===== config.mk =====
export PLATFORM = sky130hd
export DESIGN_NAME = imem_loader
export DESIGN_NICKNAME = d
export VERILOG_FILES = /design/src/rtl/imem_loader.sv
export SDC_FILE = /design/constraint.sdc
export NUM_CORES = 1
export LEC_CHECK = 0
export ABC_AREA = 1
export BUFFER_PORTS_ARGS = -buffer_cell sky130_fd_sc_hd__buf_4
export CAP_MARGIN = 10
export CORE_MARGIN = 1.5
export CORE_UTILIZATION = 56
export DETAILED_ROUTE_END_ITERATION = 16
export GPL_TIMING_DRIVEN = 0
export PLACE_DENSITY = 0.79
export SLEW_MARGIN = 20
export SYNTH_ARGS = -nofsm -noshare
export SYNTH_HDL_FRONTEND = slang
export SYNTH_SLANG_ARGS = --single-unit

===== constraint.sdc =====
create_clock -name clk -period 2.3 [get_ports clk]
set_input_delay 0.46 -clock clk [delete_from_list [all_inputs] [get_ports clk]]
set_output_delay 0.46 -clock clk [all_outputs]
set_load 0.01 [all_outputs]

===== src/rtl/imem_loader.sv =====
// imem_loader: streams a length-prefixed program image into instruction memory.
// Stream: LEN_HI, LEN_LO (word count N, big-endian), then N words, high byte first.
// Holds the core (cpu_hold) until a complete, valid image has been written.
// Optional macro IMEM_LOADER_CHECKSUM_EN adds a trailing XOR checksum byte
// that is verified before the core is released.
module imem_loader #(
    parameter int ADDR_W = 10,
    parameter int DEPTH  = 1024
) (
    input  logic              clk,
    input  logic              rst,
    input  logic              start,
    input  logic [7:0]        in_data,
    input  logic              in_valid,
    output logic              in_ready,
    output logic              mem_we,
    output logic [ADDR_W-1:0] mem_addr,
    output logic [15:0]       mem_wdata,
    output logic              cpu_hold,
    output logic              done,
    output logic              error,
    output logic [15:0]       words_loaded
);

    localparam logic [31:0] DEPTH_U = 32'(DEPTH);

    typedef enum logic [2:0] {
        S_IDLE,
        S_LEN_HI,
        S_LEN_LO,
        S_DATA_HI,
        S_DATA_LO,
`ifdef IMEM_LOADER_CHECKSUM_EN
        S_CHK,
`endif
        S_DONE
    } state_t;

    state_t            state_q, state_d;
    logic [15:0]       len_q, len_d;
    logic [7:0]        hi_q, hi_d;
    logic              in_ready_q, in_ready_d;
    logic              mem_we_q, mem_we_d;
    logic [ADDR_W-1:0] mem_addr_q, mem_addr_d;
    logic [15:0]       mem_wdata_q, mem_wdata_d;
    logic              cpu_hold_q, cpu_hold_d;
    logic              done_q, done_d;
    logic              error_q, error_d;
    logic [15:0]       words_q, words_d;
`ifdef IMEM_LOADER_CHECKSUM_EN
    logic [7:0]        chk_q, chk_d;
`endif

    logic accept;
    assign accept = in_valid && in_ready_q;

    // State and registered-output update
    always_ff @(posedge clk or negedge rst) begin
        if (!rst) begin
            state_q     <= S_IDLE;
            len_q       <= '0;
            hi_q        <= '0;
            in_ready_q  <= 1'b0;
            mem_we_q    <= 1'b0;
            mem_addr_q  <= '0;
            mem_wdata_q <= '0;
            cpu_hold_q  <= 1'b1;
            done_q      <= 1'b0;
            error_q     <= 1'b0;
            words_q     <= '0;
`ifdef IMEM_LOADER_CHECKSUM_EN
            chk_q       <= '0;
`endif
        end else begin
            state_q     <= state_d;
            len_q       <= len_d;
            hi_q        <= hi_d;
            in_ready_q  <= in_ready_d;
            mem_we_q    <= mem_we_d;
            mem_addr_q  <= mem_addr_d;
            mem_wdata_q <= mem_wdata_d;
            cpu_hold_q  <= cpu_hold_d;
            done_q      <= done_d;
            error_q     <= error_d;
            words_q     <= words_d;
`ifdef IMEM_LOADER_CHECKSUM_EN
            chk_q       <= chk_d;
`endif
        end
    end

    // Next-state logic; outputs are computed for the next cycle so they stay registered
    always_comb begin
        state_d     = state_q;
        len_d       = len_q;
        hi_d        = hi_q;
        mem_we_d    = 1'b0;
        mem_addr_d  = mem_addr_q;
        mem_wdata_d = mem_wdata_q;
        cpu_hold_d  = cpu_hold_q;
        done_d      = done_q;
        error_d     = error_q;
        words_d     = words_q;
`ifdef IMEM_LOADER_CHECKSUM_EN
        chk_d       = chk_q;
`endif

        unique case (state_q)
            S_IDLE, S_DONE: begin
                if (start) begin
                    state_d    = S_LEN_HI;
                    done_d     = 1'b0;
                    error_d    = 1'b0;
                    words_d    = '0;
                    cpu_hold_d = 1'b1;
`ifdef IMEM_LOADER_CHECKSUM_EN
                    chk_d      = '0;
`endif
                end
            end
            S_LEN_HI: begin
                if (accept) begin
                    len_d[15:8] = in_data;
                    state_d     = S_LEN_LO;
                end
            end
            S_LEN_LO: begin
                if (accept) begin
                    len_d[7:0] = in_data;
                    if ({len_q[15:8], in_data} == 16'd0) begin
`ifdef IMEM_LOADER_CHECKSUM_EN
                        state_d    = S_CHK;
`else
                        state_d    = S_DONE;
                        done_d     = 1'b1;
                        error_d    = 1'b0;
                        cpu_hold_d = 1'b0;
`endif
                    end else if ({16'd0, len_q[15:8], in_data} > DEPTH_U) begin
                        state_d    = S_DONE;
                        done_d     = 1'b1;
                        error_d    = 1'b1;
                        cpu_hold_d = 1'b1;
                    end else begin
                        state_d = S_DATA_HI;
                    end
                end
            end
            S_DATA_HI: begin
                if (accept) begin
                    hi_d    = in_data;
`ifdef IMEM_LOADER_CHECKSUM_EN
                    chk_d   = chk_q ^ in_data;
`endif
                    state_d = S_DATA_LO;
                end
            end
            S_DATA_LO: begin
                if (accept) begin
                    mem_we_d    = 1'b1;
                    mem_wdata_d = {hi_q, in_data};
                    mem_addr_d  = words_q[ADDR_W-1:0];
                    words_d     = words_q + 16'd1;
`ifdef IMEM_LOADER_CHECKSUM_EN
                    chk_d       = chk_q ^ in_data;
`endif
                    if (words_q + 16'd1 == len_q) begin
`ifdef IMEM_LOADER_CHECKSUM_EN
                        state_d    = S_CHK;
`else
                        state_d    = S_DONE;
                        done_d     = 1'b1;
                        error_d    = 1'b0;
                        cpu_hold_d = 1'b0;
`endif
                    end else begin
                        state_d = S_DATA_HI;
                    end
                end
            end
`ifdef IMEM_LOADER_CHECKSUM_EN
            S_CHK: begin
                if (accept) begin
                    state_d    = S_DONE;
                    done_d     = 1'b1;
                    error_d    = (in_data != chk_q);
                    cpu_hold_d = (in_data != chk_q);
                end
            end
`endif
            default: state_d = S_IDLE;
        endcase
    end

    // in_ready follows the state being entered, so it drops on the edge that takes the last byte
    always_comb begin
        in_ready_d = 1'b0;
        unique case (state_d)
            S_LEN_HI, S_LEN_LO, S_DATA_HI, S_DATA_LO: in_ready_d = 1'b1;
`ifdef IMEM_LOADER_CHECKSUM_EN
            S_CHK:                                    in_ready_d = 1'b1;
`endif
            default:                                  in_ready_d = 1'b0;
        endcase
    end

    assign in_ready     = in_ready_q;
    assign mem_we       = mem_we_q;
    assign mem_addr     = mem_addr_q;
    assign mem_wdata    = mem_wdata_q;
    assign cpu_hold     = cpu_hold_q;
    assign done         = done_q;
    assign error        = error_q;
    assign words_loaded = words_q;

endmodule


==> results.cfg <==
[min_path]
hp-class = in -> async

[setup_path]
critPathSlowestCell = dfrtp_2
cp-start-kind = flop
cp_max_fo = 8
path_common_cell = nand2_1
critical_path_class = reg -> reg
worst_ep_arrival_time_ps = 2370
max_stage_delay_ps = 450
end_kind = flop
path_cells = nand2_1 > nor2_4 > nand2_1 > nand3b_1 > nand2_1 > nor2_1 > nand3_1 > nor2_2 > nand3_1 > nand2_1 > nand2_1 > nand2_2 > nand3_1 > nand2_1 > inv_1
cp_data_required_time_ps = 2550

[grt]
grt_max_degree = 75
first_global_vias = 3240
overflow = 0
grt_pass1_wl_um = 15600
antenna_found_initial = 0
grtUsageTotal = 0.281

[detailed_routing]
first_pass_iters = 5
vias = 3402
avgViaCountPerCell = 5.53
routed_wl_um = 9510
antenna_left = 0
drc = 0
avgRoutedWirePerCell_um = 15.5
drtIter0Drc = 201

[floorplan]
io_pins = 59
die_area_sq_um = 6890
fp.dieH_um = 83.0
rows = 28
start_util = 0.591
core_sq_um = 6060
die_w_um = 83.0

[outcome]
status = finished, final reports clean

[power]
pwr-share-seq = 0.417
max-vdd-ir-drop_mv = 0.766
clockPowerShare = 0.246
power.leakage_nw = 2.20
p_switching_mw = 1.82
combPwrFrac = 0.337
switching_share = 0.374
p_int_mw = 3.04
powerDensity_nw_per_um2 = 1100

[place]
gp_congestion = 0.865
dp_cells = 594
portBuffers = 58
hpwl_um = 6620

[synthesis]
synth_top_family_by_area = simple AND/OR/NAND/NOR gates
synth_compound_area_frac = 0.104
synth.distinct_cells = 27
synth_nets = 474
synthAdderAreaFrac = 0.00349
ys_seq_area_frac = 0.517
ys_seq_elements = 74
synth_top_flop_cell = dfrtp_1
avgSynthCellArea_sq_um = 7.78
synth_edf_count = 0
yosys_warnings = 0
synth_area_sq_um = 3580
yosys.area_share.simple = 0.300
async_flop_share = 1.00
synth_mux_area_frac = 0
synth-xor-area-share = 0.00977
synthCells = 461

[timing]
fin_crit_sh = 0.921
clock_skew_ps = 12.2
drv_slew = 0
period_minus_slack_ps = 2120
setup_viol = 0
worstMarginPinSlew_ps = 896
tns_ps = 0
max_freq_mhz = 472
finalHoldViolCount = 0
slew_headroom = 0.403

[layout]
drive_above_1_share = 0.191
utilization = 0.732
fill_cells = 481
layout.nets = 548
instances_no_fill = 615
antenna-diode-count = 0
synthToLayoutAreaGrowth_pct = 23.7

[clock_network]
htree_levels = 3
cts.reportedPaths.clkPinSlew_ps = 90
clkSinkCount = 74
cts_buffers = 9
cts_max_path_buffers = 2
cts_root_buf = clkbuf_8
clk_latency_ps = 350
cts_tree = yes

[flow_run]
maxCapViolCount = 0
-- cell type report --
| cell class | instances | area, sq um | share of cell area |
|---|---|---|---|
| Buffer | 10 | 38.8 | 0.00875 |
| Clock buffer | 10 | 138 | 0.0310 |
| Clock inverter | 6 | 97.6 | 0.0220 |
| Inverter | 53 | 199 | 0.0449 |
| Multi-Input combinational cell | 324 | 1540 | 0.347 |
| Sequential cell | 74 | 1860 | 0.419 |
| Tap cell | 75 | 93.8 | 0.0212 |
| Timing Repair Buffer | 63 | 473 | 0.107 |
-- timing repair --
item	4_1_cts	5_1_grt
setup endpoints to repair	4	9
endpoints found under the hold margin	0	0
gates resized for setup	2	14
pin swaps	0	3
buffers inserted	2	3
hold buffers	0	0
-- per-layer routing --
| layer | share of wire | GRT usage | vias up |
|---|---|---|---|
| met5 | 0 | 0 | - |
| met1 | 0.43 | 0.374 | 1606 |
| met2 | 0.50 | 0.475 | 139 |
| li1 | - | - | 1643 |
| met4 | 0.016 | 0.0788 | 0 |
| met3 | 0.057 | 0.0517 | 14 |
-- final timing paths --
check                             endpoint  slack [ps]  cells past startpoint       startpoint
setup / recovery                  in_ready         180                     15  words_loaded[2]
hold reg to reg                   cpu_hold         480                      2         cpu_hold
hold / removal                 mem_addr[3]         230                      1              rst
setup reg to reg                  in_ready         180                     15  words_loaded[2]
min in group clk                  len_q[6]         330                      3       in_data[6]
max in group asynchronous  words_loaded[0]        1440                      1              rst
-- power by group through the flow --
| stage | combinational, mW | clock [mW] | sequential (mW) |
|---|---|---|---|
| after global routing | 1.85 | 1.25 | 2.07 |
| after global placement | 1.53 | 0 | 2.01 |
| after floorplan | 0.942 | 0 | 2.04 |
| final | 1.64 | 1.20 | 2.02 |
| after CTS | 1.62 | 1.19 | 2.01 |
| after detailed placement | 1.58 | 0 | 2.03 |
-- state kept, by name, indices dropped and copies added, names as in the netlist --
name          cells
hi_q              8
words_loaded     16
mem_wdata        16
len_q            16
in_ready          1
mem_addr         10
done              1
cpu_hold          1
mem_we            1
error             1
state_q           3
-- synth_stat cells, types with 3 or more instances --
library cell,n,area (sq um)
o21ai_0,56,280
xnor2_1,3,26.3
dfrtp_1,73,1830
nand3_1,31,155
clkbuf_1,9,33.8
o22ai_1,7,43.8
nand4_1,15,93.8
nand2_1,159,597
nor2_1,24,90.1
nor2_2,6,37.5
inv_1,51,191
a21oi_1,4,20.0
nand3b_1,5,37.5
-- critical path, delay by kind of cell (launching register included) --
kind,cells,cell delay [ps]
buf+inv,1,40
simple gates,14,1520
flops,1,450
-- layout by cell type (no fill, tap or decap), drive strengths merged --
cell	Yosys	layout
nand4	15	15
nor4	1	1
clkbuf	9	19
o22ai	7	7
nand2	161	161
xor2	1	1
dfstp	1	1
clkinv	2	4
nor2	32	32
a21oi	4	4
dfrtp	73	73
nor3	1	1
o211ai	2	2
o21ai	58	58
ha	1	1
bufinv	0	2
nand3b	5	5
buf	1	64
inv	51	53
nand3	32	32
xnor2	3	3
nor3b	1	1
-- metrics by stage --
step                      hold slack, ps  worst slack [ps]  power (mW)  cell area (sq um)
after floorplan                      164               364        2.98               3580
after global placement               456             -92.8        3.54               4110
after detailed placement             460             -94.0        3.61               4110
after CTS                            273              32.4        4.82               4370
after global routing                 315             -6.45        5.17               4430
final                                232               182        4.86               4430
-- cell families after synthesis --
| kind of cell | Yosys count |
|---|---|
| and+or+nand+nor | 248 |
| adders and majority gates | 1 |
| DFF | 74 |
| AOI/OAI and AO/OA | 71 |
| xor gates and xnor gates | 4 |
| buffers and inverters | 63 |
(Power assumes the default switching activity.)
